`src/rtl/sparc_mem_ctrl_pkg.sv`:
```
// Shared definitions for the SPARC memory-access sequencer:
// access-size encodings, FSM states, wait-state bounds and the alignment rule.
package sparc_mem_ctrl_pkg;

  typedef enum logic [1:0] {
    TYPE_BYTE  = 2'b00,
    TYPE_HALF  = 2'b01,
    TYPE_WORD  = 2'b10,
    TYPE_DWORD = 2'b11
  } mem_type_e;

  typedef enum logic [2:0] {
    ST_IDLE   = 3'd0,
    ST_ACCESS = 3'd1,
    ST_WAIT   = 3'd2,
    ST_DONE   = 3'd3,
    ST_HOLD   = 3'd4
  } state_e;

  localparam int WAIT_MIN = 1;
  localparam int WAIT_MAX = 15;
  localparam int WCNT_W   = 4;

  // Natural alignment: the low address bits below the access size must be zero.
  function automatic logic is_aligned(input mem_type_e t, input logic [2:0] a);
    case (t)
      TYPE_BYTE: return 1'b1;
      TYPE_HALF: return (a[0] == 1'b0);
      TYPE_WORD: return (a[1:0] == 2'b00);
      default:   return (a == 3'b000);
    endcase
  endfunction

endpackage

```
`src/rtl/sparc_lane_steer.sv`:
```
// Big-endian byte-lane steering between the 64-bit datapath and a 32-bit RAM word:
// byte enables and replicated write data for stores, lane select plus extension for loads.
module sparc_lane_steer
  import sparc_mem_ctrl_pkg::*;
(
  input  mem_type_e   type_i,
  input  logic [1:0]  off_i,
  input  logic        sext_i,
  input  logic [31:0] sdata_i,
  input  logic [31:0] rdata_i,
  output logic [3:0]  be_o,
  output logic [31:0] wdata_o,
  output logic [31:0] load_o
);

  logic [7:0]  byte_v;
  logic [15:0] half_v;

  // Byte offset 0 is the most significant lane; word and dword beats pass straight through.
  always_comb begin
    byte_v  = 8'(rdata_i >> {~off_i, 3'b000});
    half_v  = 16'(rdata_i >> {~off_i[1], 4'b0000});
    be_o    = 4'b1111;
    wdata_o = sdata_i;
    load_o  = rdata_i;
    case (type_i)
      TYPE_BYTE: begin
        be_o    = 4'b1000 >> off_i;
        wdata_o = {4{sdata_i[7:0]}};
        load_o  = sext_i ? {{24{byte_v[7]}}, byte_v} : {24'h0, byte_v};
      end
      TYPE_HALF: begin
        be_o    = off_i[1] ? 4'b0011 : 4'b1100;
        wdata_o = {2{sdata_i[15:0]}};
        load_o  = sext_i ? {{16{half_v[15]}}, half_v} : {16'h0, half_v};
      end
      default: ;
    endcase
  end

endmodule

```
`src/rtl/sparc_mem_ctrl.sv`:
```
// Memory-access sequencer: accepts one load/store per MOV request, runs one or two
// word beats with a fixed number of RAM wait states, and returns MOC to the control unit.
module sparc_mem_ctrl
  import sparc_mem_ctrl_pkg::*;
#(
  parameter int ADDR_W      = 32,
  parameter int WAIT_CYCLES = 2
) (
  input  logic              Clk,
  input  logic              Clr,
  input  logic              MOV,
  input  logic              RW,
  input  logic [1:0]        Type,
  input  logic              SignExt,
  input  logic [ADDR_W-1:0] Addr,
  input  logic [63:0]       DataIn,
  output logic [63:0]       DataOut,
  output logic              MOC,
  output logic              AlignErr,
  output logic              Busy,
  output logic              mem_en,
  output logic              mem_we,
  output logic [3:0]        mem_be,
  output logic [ADDR_W-1:0] mem_addr,
  output logic [31:0]       mem_wdata,
  input  logic [31:0]       mem_rdata
);

  // Out-of-range wait counts are clamped into what the counter can represent.
  localparam int WaitEff = (WAIT_CYCLES < WAIT_MIN) ? WAIT_MIN :
                           (WAIT_CYCLES > WAIT_MAX) ? WAIT_MAX : WAIT_CYCLES;
  localparam logic [WCNT_W-1:0] WaitInit = WCNT_W'(WaitEff);

  state_e            state_q, state_d;
  logic [ADDR_W-1:0] addr_q, addr_d;
  mem_type_e         type_q, type_d;
  logic              rw_q, rw_d;
  logic              sext_q, sext_d;
  logic [63:0]       data_q, data_d;
  logic              misal_q, misal_d;
  logic              beat_q, beat_d;
  logic [WCNT_W-1:0] wcnt_q, wcnt_d;
  logic [31:0]       word1_q, word1_d;
  logic [63:0]       dout_q, dout_d;

  logic [31:0] beat_data;
  logic [3:0]  be_s;
  logic [31:0] wdata_s;
  logic [31:0] load_s;

  assign beat_data = (type_q == TYPE_DWORD && !beat_q) ? data_q[63:32] : data_q[31:0];
  assign DataOut   = dout_q;

  sparc_lane_steer u_steer (
    .type_i  (type_q),
    .off_i   (addr_q[1:0]),
    .sext_i  (sext_q),
    .sdata_i (beat_data),
    .rdata_i (mem_rdata),
    .be_o    (be_s),
    .wdata_o (wdata_s),
    .load_o  (load_s)
  );

  // State and capture registers; Clr low abandons any access in flight.
  always_ff @(posedge Clk) begin
    if (!Clr) begin
      state_q <= ST_IDLE;
      addr_q  <= '0;
      type_q  <= TYPE_BYTE;
      rw_q    <= 1'b0;
      sext_q  <= 1'b0;
      data_q  <= '0;
      misal_q <= 1'b0;
      beat_q  <= 1'b0;
      wcnt_q  <= '0;
      word1_q <= '0;
      dout_q  <= '0;
    end else begin
      state_q <= state_d;
      addr_q  <= addr_d;
      type_q  <= type_d;
      rw_q    <= rw_d;
      sext_q  <= sext_d;
      data_q  <= data_d;
      misal_q <= misal_d;
      beat_q  <= beat_d;
      wcnt_q  <= wcnt_d;
      word1_q <= word1_d;
      dout_q  <= dout_d;
    end
  end

  // Sequencing and RAM strobes; RAM-side outputs are forced to zero outside ACCESS.
  always_comb begin
    state_d   = state_q;
    addr_d    = addr_q;
    type_d    = type_q;
    rw_d      = rw_q;
    sext_d    = sext_q;
    data_d    = data_q;
    misal_d   = misal_q;
    beat_d    = beat_q;
    wcnt_d    = wcnt_q;
    word1_d   = word1_q;
    dout_d    = dout_q;
    MOC       = 1'b0;
    AlignErr  = 1'b0;
    Busy      = (state_q != ST_IDLE);
    mem_en    = 1'b0;
    mem_we    = 1'b0;
    mem_be    = '0;
    mem_addr  = '0;
    mem_wdata = '0;
    case (state_q)
      ST_IDLE: begin
        if (MOV) begin
          addr_d  = Addr;
          type_d  = mem_type_e'(Type);
          rw_d    = RW;
          sext_d  = SignExt;
          data_d  = DataIn;
          beat_d  = 1'b0;
          misal_d = ~is_aligned(mem_type_e'(Type), Addr[2:0]);
          state_d = misal_d ? ST_DONE : ST_ACCESS;
        end
      end
      ST_ACCESS: begin
        mem_en    = 1'b1;
        mem_we    = ~rw_q;
        mem_be    = be_s;
        mem_addr  = {addr_q[ADDR_W-1:2], 2'b00} + (beat_q ? ADDR_W'(4) : ADDR_W'(0));
        mem_wdata = rw_q ? 32'h0 : wdata_s;
        wcnt_d    = WaitInit;
        state_d   = ST_WAIT;
      end
      ST_WAIT: begin
        wcnt_d = wcnt_q - WCNT_W'(1);
        if (wcnt_q == WCNT_W'(1)) begin
          if (rw_q) begin
            if (type_q == TYPE_DWORD) begin
              if (!beat_q) word1_d = mem_rdata;
              else         dout_d  = {word1_q, mem_rdata};
            end else begin
              dout_d = {32'h0, load_s};
            end
          end
          if (type_q == TYPE_DWORD && !beat_q) begin
            beat_d  = 1'b1;
            state_d = ST_ACCESS;
          end else begin
            state_d = ST_DONE;
          end
        end
      end
      ST_DONE: begin
        MOC      = 1'b1;
        AlignErr = misal_q;
        state_d  = ST_HOLD;
      end
      ST_HOLD: begin
        if (!MOV) state_d = ST_IDLE;
      end
      default: state_d = ST_IDLE;
    endcase
  end

endmodule
```
`config.mk`:
```
export PLATFORM = sky130hd
export DESIGN_NAME = sparc_mem_ctrl
export DESIGN_NICKNAME = d
export VERILOG_FILES = /design/src/rtl/sparc_mem_ctrl_pkg.sv /design/src/rtl/sparc_lane_steer.sv /design/src/rtl/sparc_mem_ctrl.sv
export SDC_FILE = /design/constraint.sdc
export NUM_CORES = 1
export LEC_CHECK = 0
export BUFFER_PORTS_ARGS = -buffer_cell sky130_fd_sc_hd__buf_2
export CORE_UTILIZATION = 49
export CTS_CLUSTER_DIAMETER = 100
export CTS_CLUSTER_SIZE = 40
export DETAILED_ROUTE_END_ITERATION = 6
export PLACE_DENSITY_LB_ADDON = 0.15
export RECOVER_POWER = 50
export SYNTH_ARGS = -nofsm -noshare
export SYNTH_HDL_FRONTEND = slang
export SYNTH_HIERARCHICAL = 1
export SYNTH_SLANG_ARGS = --single-unit
```
`constraint.sdc`:
```
create_clock -name Clk -period 2.34 [get_ports Clk]
set_clock_uncertainty 0.05 [all_clocks]
set_input_delay 0.117 -clock Clk [delete_from_list [all_inputs] [get_ports Clk]]
set_output_delay 0.117 -clock Clk [all_outputs]
set_load 0.02 [all_outputs]
```
* Word level (Yosys, flattened, before mapping)
Index checks and enable logic that the tools add are counted.
** Operators by class
- $add $sub $neg :: 2
- Equal/unequal tests :: 14
- Shift-type cells :: 3
- Mux-type cells :: 32
- Bitwise logic cells :: 6
- Reductions and logical operators :: 15
** Operators with widths (count)
- 32-bit two-way mux :: 6
- 64-bit two-way mux :: 2
- 32-bit case mux with 2 select lines :: 2
- 32-bit by 3-bit adder with 32-bit output :: 1
- 32-bit by 5-bit >> shifter with 16-bit output :: 1
- 32-bit by 5-bit >> shifter with 8-bit output :: 1
- 4-bit case mux with 2 select lines :: 2
- 3-bit case mux with 5 select lines :: 1
- 3-bit two-way mux :: 4
- 2-bit inequality test, second input constant :: 5
- 1-bit two-way mux :: 9
- 4-bit two-way mux :: 2
- 4-bit AND reduction :: 2
- 3-bit by 2-bit == test with 1-bit output, second input constant :: 2
- 2-bit zero test :: 3
- 3-bit zero test :: 2
- 1-bit NOT :: 5
- 5-bit AND reduction :: 1
- 2-bit by 1-bit == test with 1-bit output, second input constant :: 2
- 2-bit == test, second input constant :: 2
- 4-bit by 1-bit == test with 1-bit output, second input constant :: 1
- 2-bit two-way mux :: 2
- 2-bit nonzero test :: 2
- 4-bit by 2-bit >> shifter with 4-bit output, first input constant :: 1
- 11 further kinds :: 11
** Word-level totals
- Flip-flop bits (word level) :: 205
- Bits of input ports :: 135
- Output and inout port bits :: 137
- Logic and storage cells :: 83

* Logic depth before layout (Yosys ltp)
- Depth in word-level cells :: 7
- Mapped depth :: 9
- Gate-level depth less buffers :: 6

* Modules after synthesis
The synthesis kept the hierarchy.
** Modules (own cells, without submodules)
- sparc_mem_ctrl :: times used 1, cells an instance 1145, area an instance 9350.2 µm², sequential area each 4103.9 µm²
- sparc_lane_steer :: times used 1, cells an instance 171, area an instance 1238.7 µm², sequential area each 0.0 µm²

* Least setup slack after synthesis
OpenSTA, ideal clock, no wires.
- Kind :: reg2out
- Start point :: register beat_q
- End point :: output mem_addr[26]
- Arrival time :: 2.270 ns
- Required time :: 2.173 ns
- Slack :: -0.097 ns
- Cell stages (with the launch flop) :: 8
- Buffers on the path :: 1
- Path through :: dfxtp_1 > ha_1 > ha_1 > nand4_1 > or4_1 > buf_2 > or4_1 > a21oi_1
** On the way
- Longest elaborated chain between the ends :: 3
** Ends and longest elaborated chain
- start, declared :: line sparc_mem_ctrl.sv:41 : logic beat_q, beat_d;
- start signal, assigned :: line sparc_mem_ctrl.sv:87 : beat_q <= beat_d;
- 3-bit two-way mux :: line sparc_mem_ctrl.sv:132 : mem_addr = {addr_q[ADDR_W-1:2], 2'b00} + (beat_q ? ADDR_W'(4) : ADDR_W'(0));
- 32-bit by 3-bit adder with 32-bit output :: line sparc_mem_ctrl.sv:132
- 32-bit two-way mux :: line sparc_mem_ctrl.sv:115 : case (state_q)
- end, declared :: line sparc_mem_ctrl.sv:24 : output logic [ADDR_W-1:0] mem_addr,
Every way passes these cells.

* Worst setup path after layout
- Start point :: register addr_q[2]
- End point :: output mem_addr[24]
** On the way
- Longest elaborated chain between the ends :: 2
** Ends and longest elaborated chain
- start, declared :: line sparc_mem_ctrl.sv:35 : logic [ADDR_W-1:0] addr_q, addr_d;
- start signal, assigned :: line sparc_mem_ctrl.sv:81 : addr_q <= addr_d;
- 32-bit by 3-bit adder with 32-bit output :: line sparc_mem_ctrl.sv:132
- 32-bit two-way mux :: line sparc_mem_ctrl.sv:115
Every way passes these cells.

==> impl_metrics.csv <==
group,metric,value,unit
pwr,power_density,523,nW/µm²
clock_tree,clk_path_buf_depth,3,
synthesis,synth-seq-cells,205,
run_status,violations,"setup timing",
placed_design,hpwl,20.7,mm
layout,syn2layout_area_growth,40.2,%
synthesis,synthArstFlopShare,0,%
timing,setup_ws,-0.290,ns
layout,final_util,70.4,%
timing,setup_tns,-12.12,ns
min_path,hold_class,"primary input to register",
synthesis,synth_edf_count,0,
timing,period_needed,2.63,ns
floorplanning,die_w,149,µm
timing,timing_hold_violations_final,0,
placed_design,place_congestion,0.904,
synthesis,netlist_area,10600,µm²
layout,drive_gt1_share,25.8,%
synthesis,syn_inst,1316,
worst_setup_path,crit_required,2.17,ns
worst_setup_path,cp-endpoint,"mem_addr[24]",
worst_setup_path,cp-start-kind,"register",
global_routing,grt_overflow,0,
worst_setup_path,rrSetupSlack,-0.12,ns
worst_setup_path,r2r_start,"beat_q$_SDFFE_PN0P_",
pwr,seqPwrFrac,48.5,%
flow_run,maxCapViolations,0,
floorplanning,start_util,50.2,%
layout,final_nets,1812,
worst_setup_path,path_max_fanout,5,
synthesis,synth-seq-area-share,38.8,%
timing,slew_headroom,38.8,%
routing,drt_iter0_markers,981,
clock_tree,cts_tree,"built",
worst_setup_path,cp.arrival,2.46,ns
clock_tree,h-tree-depth,1,
pwr,p_switching,0.00240,W
clock_tree,clk_latency,0.50,ns
worst_setup_path,crit_start,"addr_q[2]$_SDFFE_PN0P_",
synthesis,syn_area_per_cell,8.05,µm²
pwr,p_leak,6.10,nW
layout,diodes,0,
routing,vias_per_cell,5.63,
global_routing,grt_pass1_vias,10200,
floorplanning,dieArea,22200,µm²
layout,nFillCells,1694,
worst_setup_path,reg2regPathDepth,10,
synthesis,synthFlopType,"dfxtp_1",
routing,ant_nets,0,
synthesis,synth_warnings,6,
run_status,status,"finished with violations",
placed_design,dp_slack,-0.0713,ns
routing,num_vias,11000,
timing,max_slew.worst_pin.slew,0.911,ns
worst_setup_path,end_kind,"output port",
global_routing,grt_pass1_wl,52.8,mm
synthesis,synth_cell_type_count,56,
worst_setup_path,cp_cell_sequence,"ha_4 > ha_4 > nand4_1 > or4_4 > buf_6 > or3_4 > a21oi_2 > buf_4",
clock_tree,cts-root-buf,"clkbuf_16",
clock_tree,cts.sinks,205,
global_routing,busiest_layer,"met2",
timing,rsz0062_at_grt,"yes",
worst_setup_path,slowest_delay,0.48,ns
pwr,switching_share,30.8,%
routing,drc,0,
worst_setup_path,cp_common_cell,"ha_4",
pwr,power_frac_comb,21.0,%
global_routing,met3_usage,3.24,%
routing,route.detailed.wl_per_inst,17.8,µm
placed_design,io_buffers,269,
floorplanning,core,21100,µm²
timing,period_share,112,%
floorplanning,num_rows,53,
pwr,pwr-share-clk,30.5,%
worst_setup_path,path_class,"register to output port",
routing,dr.pass1.iters,5,
global_routing,grt_max_degree,94,
global_routing,track_usage,29.5,%
layout,layout_common_cells,"nand2_1, dfxtp_1, buf_2",
layout,final_common_cell,"nand2_1",
clock_tree,clk_pin_slew_worst_paths,0.14,ns
floorplanning,ios,272,
pwr,internal-power,0.00537,W
global_routing,gr-usage-met2,46.5,%
timing,hold_slack,0.361,ns
timing,drv_slew,0,
global_routing,antenna_found_initial,0,
worst_setup_path,slowest_stage,"or4_4",
routing,wl,34.8,mm
timing,max_freq,0.380,GHz
floorplanning,die_h,149,µm
clock_tree,cts_made_buffers,11,
timing,setup_viol,76,
worst_setup_path,r2r_end,"word1_q[28]$_SDFFE_PN0P_",
global_routing,met1_usage,41.3,%
pwr,vdd_drop_max,0.563,mV
==> power groups by stage <==
stage / Sequential [W] / Clock (W) / Combinational [W]
final: 0.00377 / 0.00237 / 0.00163
after floorplan: 0.00380 / 0 / 0.000872
after global routing: 0.00379 / 0.00254 / 0.00177
after detailed placement: 0.00383 / 0 / 0.00131
after global placement: 0.00382 / 0 / 0.00129
after CTS: 0.00376 / 0.00243 / 0.00153
==> final cells by class <==
type,instances,area (µm²),area share [%]
clock inverters,6,128,0.860
inverters,9,35.0,0.236
well taps,275,344,2.32
clock buffers,11,275,1.85
flip-flops and latches,205,4120,27.8
repair buffers,474,3570,24.1
multi-input cells,972,6360,42.9
==> layer usage <==
metal | routed length [µm] | share of wire (%)
met5 | 0 | 0
met2 | 16100 | 46
met1 | 15200 | 44
met3 | 2320 | 6.7
met4 | 1140 | 3.3
==> stage by stage <==
| stage | total power, W | instances | cell area, µm² |
|---|---|---|---|
| CTS | 0.00771 | 1944 | 14500 |
| detailed placement | 0.00514 | 1782 | 12200 |
| global route | 0.00810 | 1952 | 14800 |
| finish | 0.00777 | 1952 | 14800 |
| floorplan | 0.00468 | 1317 | 10600 |
| global placement | 0.00511 | 1782 | 12200 |
==> worst min path at each step <==
stage	startpoint	cells after the start	to
2_1_floorplan	mem_rdata[0]	2	word1_q[0]$_SDFFE_PN0P_
3_3_place_gp	DataIn[44]	3	data_q[44]$_SDFFE_PN0P_
3_5_place_dp	Addr[22]	3	addr_q[22]$_SDFFE_PN0P_
4_1_cts	DataIn[59]	4	data_q[59]$_SDFFE_PN0P_
5_1_grt	DataIn[60]	4	data_q[60]$_SDFFE_PN0P_
6_report	DataIn[55]	4	data_q[55]$_SDFFE_PN0P_
==> state kept, by name (all words and copies together) (netlist names) <==
name,count
DataOut,64
data_q,64
addr_q,32
word1_q,32
wcnt_q,4
state_q,3
type_q,2
beat_q,1
misal_q,1
rw_q,1
sext_q,1
==> synthesized netlist by cell type, drive strengths merged, types with 2 or more instances <==
| cell | n | area [µm²] |
|---|---|---|
| a21boi | 101 | 758 |
| a21oi | 16 | 80.1 |
| a221o | 7 | 70.1 |
| a22oi | 8 | 60.1 |
| a31oi | 2 | 27.5 |
| and2 | 41 | 257 |
| and3 | 2 | 12.5 |
| and4 | 6 | 53.8 |
| buf | 46 | 300 |
| clkbuf | 85 | 320 |
| dfxtp | 205 | 4100 |
| ha | 4 | 50.1 |
| inv | 8 | 30.0 |
| mux2 | 49 | 559 |
| mux2i | 20 | 200 |
| nand2 | 301 | 1130 |
| nand2b | 3 | 18.8 |
| nand3 | 139 | 696 |
| nand4 | 10 | 77.6 |
| nand4b | 2 | 17.5 |
| nor2 | 31 | 116 |
| nor2b | 20 | 125 |
| nor3 | 6 | 30.0 |
| nor3b | 4 | 30.0 |
| nor4 | 6 | 37.5 |
| o211a | 32 | 320 |
| o21ai | 49 | 245 |
| o21bai | 4 | 30.0 |
| o221ai | 8 | 70.1 |
| o22ai | 16 | 100 |
| o31ai | 39 | 293 |
| or2 | 3 | 18.8 |
| or3 | 8 | 50.1 |
| or3b | 3 | 26.3 |
| or4 | 9 | 67.6 |
| xnor2 | 7 | 61.3 |
| xor2 | 6 | 52.6 |
==> repair_timing <==
| action | in CTS | in global routing |
|---|---|---|
| pin swaps | 12 | 14 |
| resized for setup | 100 | 137 |
| endpoints found under the hold margin | 153 | 0 |
| buffers inserted | 9 | 9 |
| endpoints found under the setup margin | 56 | 136 |
| hold buffers | 134 | 0 |
| cloned | 2 | 1 |
==> critical path: cells and delay by family, from the launching register on <==
family,cells,cell delay [ns]
simple gates,3,0.92
flops,1,0.37
buf+inv,2,0.30
fa+ha+maj,2,0.26
compound gates,1,0.12
==> kinds of logic after synthesis <==
family	count (synthesis)	share of synthesized area, %
AO/OA/AOI/OAI	286	19.7
XOR/XNOR	13	1.08
adder cells (fa/ha/maj)	4	0.473
buffers and inverters	140	6.18
flip-flops	205	38.8
multiplexers	70	7.39
other	1	0.0354
AND/OR/NAND/NOR	597	26.4
Power figures use the tool's default switching activity.
